<file path="src/rtl/clock_set_ctrl.sv">
// Time-of-day controller: 1 Hz advance prescaler, two-button hour/minute
// set-mode FSM, and a one-cycle parallel load into the counter on exit.
//
// Button handshake: btn_mode/btn_inc are clk-synchronous levels; a press is
// the single cycle where the level is high and was low the cycle before, so
// a held button counts once. load is a one-cycle strobe and load_hours /
// load_mins are qualified by it (zero whenever load is low).
module clock_set_ctrl #(
    parameter int TICK_DIV = 50_000_000,
    parameter int CNT_W    = 26
) (
    input  logic       clk,
    input  logic       rst,
    input  logic       btn_mode,
    input  logic       btn_inc,
    input  logic [4:0] cur_hours,
    input  logic [5:0] cur_mins,
    output logic       tick,
    output logic       load,
    output logic [4:0] load_hours,
    output logic [5:0] load_mins,
    output logic [5:0] load_sec,
    output logic [1:0] set_mode,
    output logic [4:0] disp_hours,
    output logic [5:0] disp_mins,
    output logic       blink
);

    typedef enum logic [1:0] {
        RUN     = 2'd0,
        SET_HR  = 2'd1,
        SET_MIN = 2'd2
    } state_t;

    localparam logic [CNT_W-1:0] CNT_LAST = CNT_W'(TICK_DIV - 1);
    localparam logic [CNT_W-1:0] CNT_HALF = CNT_W'(TICK_DIV / 2 - 1);

    state_t           state;
    state_t           state_nxt;
    logic             btn_mode_q;
    logic             btn_inc_q;
    logic             mode_press;
    logic             inc_press;
    logic [CNT_W-1:0] cnt;
    logic [4:0]       hr_edit;
    logic [5:0]       min_edit;
    logic             state_change;
    logic             exit_set;

    assign mode_press   = btn_mode & ~btn_mode_q;
    assign inc_press    = btn_inc & ~btn_inc_q;
    assign state_change = (state_nxt != state);
    assign exit_set     = (state == SET_MIN) && mode_press;

    // State register; the state itself is visible on set_mode.
    always_ff @(posedge clk or posedge rst) begin
        if (rst) state <= RUN;
        else     state <= state_nxt;
    end

    // Next state: every mode press steps RUN -> SET_HR -> SET_MIN -> RUN.
    always_comb begin
        state_nxt = state;
        case (state)
            RUN:     if (mode_press) state_nxt = SET_HR;
            SET_HR:  if (mode_press) state_nxt = SET_MIN;
            SET_MIN: if (mode_press) state_nxt = RUN;
            default: state_nxt = RUN;
        endcase
    end

    // Button history for rising-edge press detection.
    always_ff @(posedge clk or posedge rst) begin
        if (rst) begin
            btn_mode_q <= 1'b0;
            btn_inc_q  <= 1'b0;
        end else begin
            btn_mode_q <= btn_mode;
            btn_inc_q  <= btn_inc;
        end
    end

    // Prescaler: wraps at TICK_DIV-1, restarts on every state change so the
    // first tick after a load lands exactly TICK_DIV cycles after the press.
    always_ff @(posedge clk or posedge rst) begin
        if (rst)                  cnt <= '0;
        else if (state_change)    cnt <= '0;
        else if (cnt == CNT_LAST) cnt <= '0;
        else                      cnt <= cnt + 1'b1;
    end

    // Edit registers: snapshot on entry, increment with wrap; mode beats inc.
    always_ff @(posedge clk or posedge rst) begin
        if (rst) begin
            hr_edit  <= '0;
            min_edit <= '0;
        end else if (state == RUN && mode_press) begin
            hr_edit  <= cur_hours;
            min_edit <= cur_mins;
        end else if (state == SET_HR && inc_press && !mode_press) begin
            hr_edit  <= (hr_edit == 5'd23) ? 5'd0 : hr_edit + 5'd1;
        end else if (state == SET_MIN && inc_press && !mode_press) begin
            min_edit <= (min_edit == 6'd59) ? 6'd0 : min_edit + 6'd1;
        end
    end

    // Blink: half-period toggle in SET states, restarted low on each entry.
    always_ff @(posedge clk or posedge rst) begin
        if (rst)                                blink <= 1'b0;
        else if (state_change || state == RUN)  blink <= 1'b0;
        else if (cnt == CNT_HALF || cnt == CNT_LAST) blink <= ~blink;
    end

    // Registered load strobe, issued the cycle after the exiting mode press.
    always_ff @(posedge clk or posedge rst) begin
        if (rst) begin
            load       <= 1'b0;
            load_hours <= '0;
            load_mins  <= '0;
        end else begin
            load       <= exit_set;
            load_hours <= exit_set ? hr_edit : 5'd0;
            load_mins  <= exit_set ? min_edit : 6'd0;
        end
    end

    assign load_sec   = 6'd0;
    assign tick       = (state == RUN) && (cnt == CNT_LAST) && !load;
    assign set_mode   = state;
    assign disp_hours = (state == RUN) ? cur_hours : hr_edit;
    assign disp_mins  = (state == RUN) ? cur_mins : min_edit;

endmodule

</file>
<file path="config.mk">
export PLATFORM = sky130hd
export DESIGN_NAME = clock_set_ctrl
export DESIGN_NICKNAME = d
export VERILOG_FILES = /design/src/rtl/clock_set_ctrl.sv
export SDC_FILE = /design/constraint.sdc
export NUM_CORES = 1
export LEC_CHECK = 0
export CAP_MARGIN = 30
export CORE_ASPECT_RATIO = 0.6
export CORE_UTILIZATION = 48
export DETAILED_ROUTE_END_ITERATION = 6
export GPL_TIMING_DRIVEN = 0
export PLACE_DENSITY_LB_ADDON = 0.15
export SLEW_MARGIN = 25
export SYNTH_ARGS = -nofsm -noshare
export SYNTH_HDL_FRONTEND = slang
export SYNTH_SLANG_ARGS = --single-unit
export TNS_END_PERCENT = 5
</file>
<file path="constraint.sdc">
create_clock -name clk -period 2 [get_ports clk]
set_clock_uncertainty 0.15 [all_clocks]
set_input_delay 0.3 -clock clk [delete_from_list [all_inputs] [get_ports clk]]
set_output_delay 0.3 -clock clk [all_outputs]
set_load 0.05 [all_outputs]
</file>
==> out/metrics.yaml, run 1 <==
logic_synthesis:
  synth-edff-count: 0
  yosysUniqueCellTypes: 52
  synth-main-ff-cell: "dfrtp_1"
  synthCells: 297
  ys_seq_area_frac: 0.466
  ys_ff_latch: 54
  async_flop_share: 1.00
  synth_area_mm2: 0.00290
  avgSynthCellArea_um2: 9.77
  yosys_warnings: 0
critical_path:
  cp-startpoint: "set_mode[0]$_DFF_PP0_"
  r2r_slack_ps: -90
  cp-start-kind: "register"
  crit_required_ps: 1550
  cp_max_fo: 5
  arrival_ps: 1710
  r2r_end: "cnt[19]$_DFF_PP0_"
  r2r_cells: 7
  end_kind: "output pin"
  crit_type: "reg2out"
  regToRegStartpoint: "cnt[9]$_DFF_PP0_"
sta:
  post-route-worst-setup-slack_ps: -155
  max_freq_mhz: 464
  hold_viol: 0
  relSlewSlack: 0.626
  period_share: 1.08
  setup-tns-final_ps: -1660
  tightest_slew_ps: 559
  grt_setup_unrepaired: "true"
  min_period_ps: 2160
  maxSlewViolCount: 0
  setup_viol: 17
min_path:
  hold_class: "in2async"
placed_design:
  port_buffers: 41
  dp.cells: 424
  gp_congestion: 0.857
  hpwl_um: 4740
route:
  ant_nets: 0
  drt-wirelength-per-cell_um: 15.9
  drcViolationCount: 0
  drtIter0Drc: 147
  viasPerCell: 5.56
  drtPass1Iterations: 4
  routed_wl_um: 7210
  via_count: 2512
clock_tree:
  clockRootBuffer: "clkbuf_8"
  max-clock-path-buffers: 2
  cts_inserted_buffers: 5
  cts_hold_buf: 0
  insertion_delay_ps: 300
  cts_tree: "built"
  htreeDepth: 2
  cts.clk_slew.worst_paths_ps: 100
  cts.sinks: 54
final_layout:
  areaGrowthSynthToFinish_pct: 38.1
  layout_commonest_cell: "dfrtp_1"
  drive_gt1_frac: 0.285
  nNetsFinal: 389
  final_cell_mix: "46 x dfrtp_1, 31 x buf_4, 27 x clkdlybuf4s50_1, 20 x nand2_1, 20 x nor2_1"
  final_cells: 452
  fill_cells: 428
  diodes: 0
floorplanning:
  die_area_mm2: 0.00637
  initial_core_util: 0.509
  row_count: 21
  die_y_um: 62.2
  ios: 48
  core_mm2: 0.00570
  fp.dieW_um: 102
global_route:
  track_usage: 0.239
  grt_use_met2: 0.330
  use_met3: 0.0462
  antenna_found_initial: 0
  grtUsageMet1: 0.386
  grt_max_degree: 41
  gr-total-overflow: 0
  grt_busiest_layer: "met1"
  grt_first_pass_wirelength_um: 11900
  grt_pass1_vias: 2409
pwr:
  leakagePower_uw: 0.00175
  power_density_mw_per_mm2: 1160
  vdd_drop_max_mv: 0.833
run:
  max_cap_viol_count: 0
run_status:
  violations: "setup timing"
  outcome: "finished with violations"
-- per-stage QoR --
stage	setup WS (ps)	hold slack (ps)	power, uW	area [um^2]	util
2_1_floorplan	-45.4	181	2940	3000	-
6_report	-155	108	4640	4010	0.703
3_3_place_gp	-992	377	3490	3510	0.616
3_5_place_dp	-811	376	3520	3540	0.620
4_1_cts	-138	120	4500	3870	0.679
5_1_grt	-213	137	4890	4010	0.703
-- power breakdown --
part / switching, uW / internal [uW]
clock network: 354 / 279
registers: 215 / 1270
logic: 1470 / 1050
total: 2040 / 2600
-- state kept, by name (all words and copies together), names as in the netlist --
register / flops
load_mins: 6
btn_inc_q: 1
hr_edit: 5
cnt: 26
set_mode: 2
load_hours: 5
load: 1
btn_mode_q: 1
min_edit: 6
blink: 1
-- worst max-delay path: stages, from the launching register on --
cell and delay, ps:
dfrtp_2 430, buf_8 130, nor2_4 200, buf_8 170, mux2_4 310, buf_8 150
-- layer usage --
layer,up-vias,routed length (um)
met4,0,63
met1,1217,3790
li1,1219,-
met5,-,0
met3,6,400
met2,70,2960
-- worst max path at each step --
stage / to / cells after the start
after detailed placement: disp_mins[2] / 6
after CTS: disp_hours[4] / 5
after floorplan: disp_hours[0] / 4
final: disp_hours[4] / 5
after global placement: set_mode[0]$_DFF_PP0_ / 2
after global routing: disp_hours[0] / 5
-- cells in the mapped netlist, drive strengths merged, types with 4 or more instances --
cell type  number  area (um^2)
o21ai          14         70.1
mux2i           4         40.0
a21oi          13         65.1
nand3          15         87.6
xor2            8         70.1
or3             6         45.0
xnor2           7         61.3
o22ai           4         25.0
nand2          22         82.6
nand4          12         81.3
and4            6         52.6
o31ai           8         60.1
clkbuf          7         26.3
dfrtp          54         1350
and2           15         93.8
mux2            7         78.8
or4             8         60.1
nor4            4         25.0
nor2b           4         25.0
inv            11         41.3
nor2           21         78.8
buf            12         83.8
-- cells by family after synthesis --
family | count (synthesis) | synth area share
AO/OA/AOI/OAI | 53 | 0.116
XOR/XNOR | 15 | 0.0453
adder cells (fa/ha/maj) | 3 | 0.0129
buffers and inverters | 30 | 0.0522
flip-flops | 54 | 0.466
multiplexers | 11 | 0.0410
other | 1 | 0.00129
AND/OR/NAND/NOR | 130 | 0.266
-- timing repair --
item                       in CTS  in global routing
cloned                          1                  0
hold endpoints to repair        0                  0
pin swaps                       6                 10
setup buffers                  13                  6
resized for setup             120                 28
setup endpoints to repair      39                 48
-- layout make-up --
cell class                      count  area, um^2  share of cell area
Timing Repair Buffer               62         616               0.154
Buffer                             19         170              0.0425
Tap cell                           80         100              0.0250
Multi-Input combinational cell    218        1620               0.405
Clock inverter                      2        12.5             0.00312
Inverter                           11        43.8              0.0109
Sequential cell                    54        1360               0.340
Clock buffer                        6        82.6              0.0206
(Power assumes the default switching activity.)
==> run 2, diff against run 1 <==
--- a/config.mk
+++ b/config.mk
@@ -8,8 +8,10 @@
 export CAP_MARGIN = 30
 export CORE_ASPECT_RATIO = 0.6
 export CORE_UTILIZATION = 48
+export CTS_CLUSTER_SIZE = 20
 export DETAILED_ROUTE_END_ITERATION = 6
 export GPL_TIMING_DRIVEN = 0
+export HOLD_SLACK_MARGIN = 0.06
 export PLACE_DENSITY_LB_ADDON = 0.15
 export SLEW_MARGIN = 25
 export SYNTH_ARGS = -nofsm -noshare
==> results of run 2 <==
The final DEF is identical to that of run 1; final timing and power are the same.
